==> config.mk <==
export PLATFORM = sky130hd
export DESIGN_NAME = mult_host_driver_flat
export DESIGN_NICKNAME = d
export VERILOG_FILES = /design/src/rtl/mult_host_driver_pkg.sv /design/src/rtl/mult_host_driver_if.sv /design/src/rtl/mult_host_driver_poller.sv /design/src/rtl/mult_host_driver.sv /design/src/flat_wrapper.sv
export SDC_FILE = /design/constraint.sdc
export NUM_CORES = 1
export LEC_CHECK = 0
export BUFFER_PORTS_ARGS = -buffer_cell sky130_fd_sc_hd__clkbuf_2
export CORE_ASPECT_RATIO = 0.6
export CORE_MARGIN = 2
export CORE_UTILIZATION = 40
export DETAILED_ROUTE_END_ITERATION = 8
export GPL_TIMING_DRIVEN = 0
export PLACE_DENSITY = 0.64
export REMOVE_ABC_BUFFERS = 1
export SYNTH_ARGS = -nofsm -noshare
export SYNTH_HDL_FRONTEND = slang
export SYNTH_HIERARCHICAL = 1
export SYNTH_SLANG_ARGS = --single-unit
==> constraint.sdc <==
create_clock -name clk_i -period 5.7 [get_ports clk_i]
set_input_delay 0.57 -clock clk_i [delete_from_list [all_inputs] [get_ports clk_i]]
set_output_delay 0.57 -clock clk_i [all_outputs]
set_load 0.01 [all_outputs]
==> src/rtl/mult_host_driver_pkg.sv <==
// rtl/mult_host_driver_pkg.sv - shared types and mailbox map for the multiplier host driver
//
// Contents:
//   host_state_t     sequencer states, also exported on state_o
//   CONTROL/DATA_IN/DATA_OUT/STATUS
//                    mailbox word addresses, identical to the multiplier-side controller map
//   STATUS_DONE_BIT  STATUS bit raised by the core when the product is ready
//   CTRL_START_BIT   CONTROL bit that starts the core
//   CNT_W            width of the poll timeout counter
//   ctrl_word()      builds a CONTROL word with only the start bit driven
package host_driver_pkg;

    typedef enum logic [2:0] {
        IDLE,
        WR_DATA,
        WR_CTRL_SET,
        POLL_SET,
        RD_RESULT,
        WR_CTRL_CLR,
        POLL_CLR,
        RESP
    } host_state_t;

    localparam logic [3:0] CONTROL  = 4'h0;
    localparam logic [3:0] DATA_IN  = 4'h1;
    localparam logic [3:0] DATA_OUT = 4'h2;
    localparam logic [3:0] STATUS   = 4'h3;

    localparam int STATUS_DONE_BIT = 0;
    localparam int CTRL_START_BIT  = 0;

    localparam int CNT_W = 16;

    function automatic logic [31:0] ctrl_word(input logic start);
        logic [31:0] w;
        w = '0;
        w[CTRL_START_BIT] = start;
        return w;
    endfunction

endpackage

==> src/rtl/mult_host_driver_if.sv <==
// rtl/mult_host_driver_if.sv - host-port bus of the mailbox RAM
//
// Signals (named from the driver's point of view):
//   address_o    word address
//   write_o      one-cycle write strobe
//   read_o       one-cycle read strobe
//   writedata_o  write data, valid with write_o
//   readdata_i   read data, valid READ_LATENCY cycles after read_o
// Modports: master = driver, slave = RAM port.
interface mult_host_driver_if;

    logic [3:0]  address_o;
    logic        write_o;
    logic        read_o;
    logic [31:0] writedata_o;
    logic [31:0] readdata_i;

    modport master (
        output address_o,
        output write_o,
        output read_o,
        output writedata_o,
        input  readdata_i
    );

    modport slave (
        input  address_o,
        input  write_o,
        input  read_o,
        input  writedata_o,
        output readdata_i
    );

endinterface

==> src/rtl/mult_host_driver_poller.sv <==
// rtl/mult_host_driver_poller.sv - STATUS poll sequencing and timeout shared by both poll states
//
// Ports:
//   clk_i, rst_i     clock, asynchronous active-low reset
//   start_i          this cycle is the one before a poll state; issue the first STATUS read
//   active_i         a poll state is current
//   expect_i         STATUS done-bit value that ends the poll
//   status_bit_i     done bit of the read data bus
//   issue_o          register a STATUS read strobe at the coming edge
//   match_o          read data is valid this cycle and equals expect_i
//   timeout_o        poll state has lasted TIMEOUT_CYCLES cycles without a match
module host_driver_poller
    import host_driver_pkg::*;
#(
    parameter int READ_LATENCY   = 1,
    parameter int TIMEOUT_CYCLES = 1024
) (
    input  logic clk_i,
    input  logic rst_i,
    input  logic start_i,
    input  logic active_i,
    input  logic expect_i,
    input  logic status_bit_i,
    output logic issue_o,
    output logic match_o,
    output logic timeout_o
);

    localparam int LAT_W = $clog2(READ_LATENCY + 1) + 1;
    localparam logic [LAT_W-1:0] LAT_LAST = LAT_W'(READ_LATENCY);
    localparam logic [CNT_W-1:0] TMO_LAST = CNT_W'(TIMEOUT_CYCLES - 1);

    // lat_q counts cycles since the last read strobe (0 in the strobe cycle),
    // so read data is valid exactly when it reaches READ_LATENCY.
    logic [LAT_W-1:0] lat_q, lat_d;
    logic [CNT_W-1:0] cnt_q, cnt_d;
    logic             sample;

    always_comb begin
        sample    = active_i && (lat_q == LAT_LAST);
        match_o   = sample && (status_bit_i == expect_i);
        // A match seen on the last allowed cycle still wins over the timeout.
        timeout_o = active_i && !match_o && (cnt_q >= TMO_LAST);
        issue_o   = start_i || (sample && !match_o && !timeout_o);

        lat_d = lat_q;
        cnt_d = cnt_q;
        if (issue_o) begin
            lat_d = '0;
        end else if (active_i && (lat_q != LAT_LAST)) begin
            lat_d = lat_q + LAT_W'(1);
        end
        if (start_i) begin
            cnt_d = '0;
        end else if (active_i && (cnt_q != '1)) begin
            cnt_d = cnt_q + CNT_W'(1);
        end
    end

    always_ff @(posedge clk_i or negedge rst_i) begin
        if (!rst_i) begin
            lat_q <= '0;
            cnt_q <= '0;
        end else begin
            lat_q <= lat_d;
            cnt_q <= cnt_d;
        end
    end

endmodule

==> src/rtl/mult_host_driver.sv <==
// rtl/mult_host_driver.sv - host-side sequencer for the multiplier mailbox
//
// Ports:
//   clk_i, rst_i              clock, asynchronous active-low reset
//   op_valid_i/op_ready_o     operand stream handshake (ready only in IDLE)
//   a_i, b_i                  4-bit operands
//   res_valid_o/res_ready_i   result stream handshake
//   res_o                     8-bit product (DATA_OUT[7:0])
//   err_o                     a poll phase timed out for this result
//   bus                       host port of the mailbox RAM (master side)
//   state_o                   current sequencer state
module mult_host_driver
    import host_driver_pkg::*;
#(
    parameter int READ_LATENCY   = 1,
    parameter int TIMEOUT_CYCLES = 1024
) (
    input  logic                clk_i,
    input  logic                rst_i,
    input  logic                op_valid_i,
    output logic                op_ready_o,
    input  logic [3:0]          a_i,
    input  logic [3:0]          b_i,
    output logic                res_valid_o,
    input  logic                res_ready_i,
    output logic [7:0]          res_o,
    output logic                err_o,
    mult_host_driver_if.master  bus,
    output host_state_t         state_o
);

    localparam int LAT_W = $clog2(READ_LATENCY + 1) + 1;
    localparam logic [LAT_W-1:0] LAT_LAST = LAT_W'(READ_LATENCY);

    host_state_t      state_q, state_d;
    logic [3:0]       addr_q, addr_d;
    logic             write_q, write_d;
    logic             read_q, read_d;
    logic [31:0]      wdata_q, wdata_d;
    logic [7:0]       res_q, res_d;
    logic             err_q, err_d;
    logic             res_valid_q, res_valid_d;
    logic [LAT_W-1:0] rd_cnt_q, rd_cnt_d;

    logic poll_start, poll_active, poll_expect;
    logic poll_issue, poll_match, poll_timeout;
    logic unused_rdata;

    assign unused_rdata = ^bus.readdata_i[31:8];

    // The first STATUS read is registered on the edge into the poll state,
    // so it is requested from the write state just before it.
    assign poll_start  = (state_q == WR_CTRL_SET) || (state_q == WR_CTRL_CLR);
    assign poll_active = (state_q == POLL_SET) || (state_q == POLL_CLR);
    assign poll_expect = (state_q == POLL_SET);

    host_driver_poller #(
        .READ_LATENCY   (READ_LATENCY),
        .TIMEOUT_CYCLES (TIMEOUT_CYCLES)
    ) u_poller (
        .clk_i        (clk_i),
        .rst_i        (rst_i),
        .start_i      (poll_start),
        .active_i     (poll_active),
        .expect_i     (poll_expect),
        .status_bit_i (bus.readdata_i[STATUS_DONE_BIT]),
        .issue_o      (poll_issue),
        .match_o      (poll_match),
        .timeout_o    (poll_timeout)
    );

    // Bus outputs are registered: each state's strobe is set up on the edge
    // that enters it, so the strobe is seen during that state's first cycle.
    always_comb begin
        state_d     = state_q;
        addr_d      = addr_q;
        wdata_d     = wdata_q;
        write_d     = 1'b0;
        read_d      = 1'b0;
        res_d       = res_q;
        err_d       = err_q;
        res_valid_d = res_valid_q;
        rd_cnt_d    = rd_cnt_q;

        unique case (state_q)
            IDLE: begin
                if (op_valid_i) begin
                    // The DATA_IN write word is the operand latch.
                    state_d = WR_DATA;
                    err_d   = 1'b0;
                    write_d = 1'b1;
                    addr_d  = DATA_IN;
                    wdata_d = {24'h0, b_i, a_i};
                end
            end
            WR_DATA: begin
                state_d = WR_CTRL_SET;
                write_d = 1'b1;
                addr_d  = CONTROL;
                wdata_d = ctrl_word(1'b1);
            end
            WR_CTRL_SET: begin
                state_d = POLL_SET;
            end
            POLL_SET: begin
                if (poll_match) begin
                    state_d  = RD_RESULT;
                    read_d   = 1'b1;
                    addr_d   = DATA_OUT;
                    rd_cnt_d = '0;
                end else if (poll_timeout) begin
                    err_d   = 1'b1;
                    res_d   = 8'h00;
                    state_d = WR_CTRL_CLR;
                    write_d = 1'b1;
                    addr_d  = CONTROL;
                    wdata_d = ctrl_word(1'b0);
                end
            end
            RD_RESULT: begin
                if (rd_cnt_q == LAT_LAST) begin
                    res_d   = bus.readdata_i[7:0];
                    state_d = WR_CTRL_CLR;
                    write_d = 1'b1;
                    addr_d  = CONTROL;
                    wdata_d = ctrl_word(1'b0);
                end else begin
                    rd_cnt_d = rd_cnt_q + LAT_W'(1);
                end
            end
            WR_CTRL_CLR: begin
                state_d = POLL_CLR;
            end
            POLL_CLR: begin
                if (poll_match) begin
                    state_d     = RESP;
                    res_valid_d = 1'b1;
                end else if (poll_timeout) begin
                    err_d       = 1'b1;
                    state_d     = RESP;
                    res_valid_d = 1'b1;
                end
            end
            RESP: begin
                if (res_ready_i) begin
                    res_valid_d = 1'b0;
                    state_d     = IDLE;
                end
            end
            default: begin
                state_d = IDLE;
            end
        endcase

        // Poll reads never coincide with a write: they are only requested
        // from states that issue no write on the same edge.
        if (poll_issue) begin
            read_d = 1'b1;
            addr_d = STATUS;
        end
    end

    always_ff @(posedge clk_i or negedge rst_i) begin
        if (!rst_i) begin
            state_q     <= IDLE;
            addr_q      <= CONTROL;
            write_q     <= 1'b0;
            read_q      <= 1'b0;
            wdata_q     <= '0;
            res_q       <= '0;
            err_q       <= 1'b0;
            res_valid_q <= 1'b0;
            rd_cnt_q    <= '0;
        end else begin
            state_q     <= state_d;
            addr_q      <= addr_d;
            write_q     <= write_d;
            read_q      <= read_d;
            wdata_q     <= wdata_d;
            res_q       <= res_d;
            err_q       <= err_d;
            res_valid_q <= res_valid_d;
            rd_cnt_q    <= rd_cnt_d;
        end
    end

    assign op_ready_o      = (state_q == IDLE);
    assign state_o         = state_q;
    assign res_valid_o     = res_valid_q;
    assign res_o           = res_q;
    assign err_o           = err_q;
    assign bus.address_o   = addr_q;
    assign bus.write_o     = write_q;
    assign bus.read_o      = read_q;
    assign bus.writedata_o = wdata_q;

endmodule

==> src/flat_wrapper.sv <==
// flat-port wrapper written by rule: the top's interface ports become plain ports
module mult_host_driver_flat import host_driver_pkg::*;
#(
    parameter int READ_LATENCY   = 1,
    parameter int TIMEOUT_CYCLES = 1024
)
  (clk_i, rst_i, op_valid_i, op_ready_o, a_i, b_i, res_valid_o, res_ready_i, res_o, err_o, state_o, bus_address_o, bus_write_o, bus_read_o, bus_writedata_o, bus_readdata_i);
  mult_host_driver_if bus_i ();
  input  logic clk_i;
  input  logic rst_i;
  input  logic op_valid_i;
  output logic op_ready_o;
  input  logic [3:0] a_i;
  input  logic [3:0] b_i;
  output logic res_valid_o;
  input  logic res_ready_i;
  output logic [7:0] res_o;
  output logic err_o;
  output host_state_t state_o;
  output wire logic [$bits(bus_i.address_o)-1:0] bus_address_o;
  output wire logic [$bits(bus_i.write_o)-1:0] bus_write_o;
  output wire logic [$bits(bus_i.read_o)-1:0] bus_read_o;
  output wire logic [$bits(bus_i.writedata_o)-1:0] bus_writedata_o;
  input wire logic [$bits(bus_i.readdata_i)-1:0] bus_readdata_i;
  assign bus_address_o = bus_i.address_o;
  assign bus_write_o = bus_i.write_o;
  assign bus_read_o = bus_i.read_o;
  assign bus_writedata_o = bus_i.writedata_o;
  assign bus_i.readdata_i = bus_readdata_i;
  mult_host_driver #(.READ_LATENCY(READ_LATENCY), .TIMEOUT_CYCLES(TIMEOUT_CYCLES)) u_core (.clk_i(clk_i), .rst_i(rst_i), .op_valid_i(op_valid_i), .op_ready_o(op_ready_o), .a_i(a_i), .b_i(b_i), .res_valid_o(res_valid_o), .res_ready_i(res_ready_i), .res_o(res_o), .err_o(err_o), .bus(bus_i), .state_o(state_o));
endmodule
==> flow_summary.yaml <==
run_status:
  outcome: "completed"
routing:
  wl_per_cell_um: 13.9
  vias_per_cell: 5.08
  drt-initial-drc-count: 144
  drc_errors: 0
  drt-pass1-iter-count: 4
  num_vias: 2135
  wirelength_mm: 5.83
  postRouteAntennaNets: 0
timing:
  fin_worst_skew_ns: 0.00953
  maxSlewViolCount: 0
  setup_slack_ns: 2.33
  setup_tns_ns: 0
  fmax_mhz: 296
  hold_viol_final: 0
  rsz0062_at_grt: "no"
  period_share_pct: 59.2
  min_period_ns: 3.37
  setup_viol: 0
  worst_pin_slew_ns: 1.14
  relSlewSlack_pct: 24.0
pwr:
  intPower_w: 0.000704
  p_leak_nw: 1.39
  total_power_w: 0.00118
  powerDensity_nw_per_um2: 400
  seq_power_share_pct: 40.9
  clkPwrFrac_pct: 21.8
  p_sw_w: 0.000475
  combPwrFrac_pct: 37.4
  p_sw_share_pct: 40.3
  ir_drop_mv: 0.227
clock_network:
  cts-resized-gates: 0
  cts_hold_buffers: 0
  cts_buffers: 5
  clk_latency_ns: 0.30
  clock_sinks: 45
  cts_setup_buffers: 0
  cts_tree: "built"
  ctsLongestPathBuffers: 2
  root_buffer: "clkbuf_8"
  clkTransAtPathRegs_ns: 0.09
  htreeDepth: 2
placement:
  dp.cells: 412
  dp_hpwl_mm: 4.20
  place.gp.congestion: 0.809
  port_buffers: 45
  pre_cts_slack_ns: 2.43
yosys:
  yosysMostFrequentCell: "dfrtp_1"
  yosysWarningCount: 6
  synth_common_cells: "dfrtp_1, nand2_1, buf_4, nor2_1, nand3_1"
  yosysTopAreaCellShare_pct: 41.7
  syn_area_per_cell_um2: 9.09
  synth_top_area_cell: "dfrtp_1"
  synthCells: 297
  synth_edf_count: 0
  yosysSeqAreaShare_pct: 41.7
  syn_area_um2: 2700
  synth_top_flop_cell: "dfrtp_1"
  synth_area_leaders: "dfrtp_1, buf_4, nand2_1"
  async_flop_share_pct: 100
  synth_seq_cells: 45
  synth.distinct_cells: 56
grt:
  track_usage_pct: 15.7
  grt_pass1_wl_mm: 8.75
  grt_max_degree: 46
  gr-total-overflow: 0
  antenna_found_initial: 0
  grt_pass1_vias: 1619
critical_path:
  cp_max_fo: 25
  crit_arrival_ns: 3.58
  critPathRequiredTime_ns: 5.90
  crit_type: "reg -> reg"
  endpoint_kind: "flop"
  start_kind: "flop"
finish:
  drive_gt1_share_pct: 21.3
  antennaDiodeCount: 0
  syn_to_final_growth_pct: 9.18
  utilization_pct: 44.7
  fin_nets: 379
  finalNonFillerCells: 420
run:
  maxCapViolCount: 0
floorplan:
  dieHeight_um: 67.6
  rows: 23
  initial_core_util_pct: 41.0
  core_um2: 6590
  die_width_um: 110
  io_pins: 96
  floorplan.die_area_um2: 7440
hold_path:
  hold_class: "in -> reg"
[cells in the final DEF, fill, tap and decap left out, drive strengths merged, types with 3 or more instances in the layout]
cell | Yosys | layout
mux2 | 4 | 4
conb | 1 | 26
dfrtp | 45 | 45
xor2 | 5 | 5
nor4 | 7 | 7
and4 | 3 | 3
nand2 | 41 | 41
nand4 | 9 | 9
ha | 3 | 3
a21oi | 16 | 16
nor3 | 9 | 9
inv | 8 | 8
o21ai | 16 | 16
clkbuf | 4 | 51
or3 | 5 | 5
nand2b | 7 | 7
nor2b | 7 | 7
nor2 | 21 | 21
nand3 | 21 | 21
[sequential cells by signal, indices dropped and copies added (netlist names)]
register,cells
u_core/bus.address_o,2
u_core/bus.read_o,1
u_core/bus.write_o,1
u_core/bus.writedata_o,8
u_core/err_o,1
u_core/rd_cnt_q,2
u_core/res_o,8
u_core/res_valid_o,1
u_core/state_o,3
u_core/u_poller/cnt_q,16
u_core/u_poller/lat_q,2
[power groups by stage]
stage	combinational, W	sequential, W	clock [W]
after global routing	0.000491	0.000493	0.000279
final	0.000441	0.000482	0.000257
after CTS	0.000441	0.000480	0.000266
after detailed placement	0.000439	0.000486	0
after global placement	0.000427	0.000482	0
after floorplan	0.000279	0.000488	0
[cell type report]
type	count	area, µm²
Sequential cell	45	1130
Timing Repair Buffer	45	225
Multi-Input combinational cell	227	1340
Clock inverter	2	37.5
Inverter	8	30.0
Fill cell	657	3640
Tap cell	87	109
Clock buffer	6	82.6
[worst max-delay path, stage by stage, from the launching register on]
cell      delay (ns)
dfrtp_1         0.88
xor2_1          0.13
nand2_1         0.12
inv_1           0.18
nand2_1         0.18
nor2_1          0.10
nor3b_1         0.46
nand2b_1        0.14
or3_1           0.59
and2_4          0.29
a21o_1          0.18
[per-layer routing]
metal	track usage [%]	share of wire, %	vias to the layer above	wire length (µm)
met5	0	0	-	0
met4	4.27	0.69	0	40
met3	3.76	6.3	5	370
met2	17.3	38	69	2210
met1	27.4	55	1007	3210
li1	-	-	1054	-
[stage by stage]
step | area, µm² | hold slack (ns)
floorplan | 2490 | 0.274
global placement | 2820 | 0.470
detailed placement | 2830 | 0.468
CTS | 2950 | 0.446
global route | 2950 | 0.450
finish | 2950 | 0.460
[final timing paths]
path / endpoint / start / cells after the start / slack (ns)
setup / recovery: u_core/bus.writedata_o[0] / u_core/state_o[2] / 10 / 2.33
hold / removal: u_core/res_o[7] / bus_readdata_i[7] / 3 / 0.46
setup reg to reg: u_core/bus.writedata_o[0] / u_core/state_o[2] / 10 / 2.33
hold reg to reg: u_core/bus.writedata_o[0] / u_core/bus.writedata_o[0] / 1 / 0.49
max in group asynchronous: u_core/u_poller/cnt_q[5] / rst_i / 1 / 4.52
min in group asynchronous: u_core/res_o[3] / rst_i / 1 / 0.48
[cells by family after synthesis]
logic type	after synthesis	share of synthesized area, %
other cells	1	0.139
buf+inv	50	12.5
simple gates	142	28.8
flops	45	41.7
mux	5	2.04
compound gates	46	11.8
xor+xnor	5	1.62
fa+ha+maj	3	1.39
Note: power is estimated with default switching activity, not from simulation.
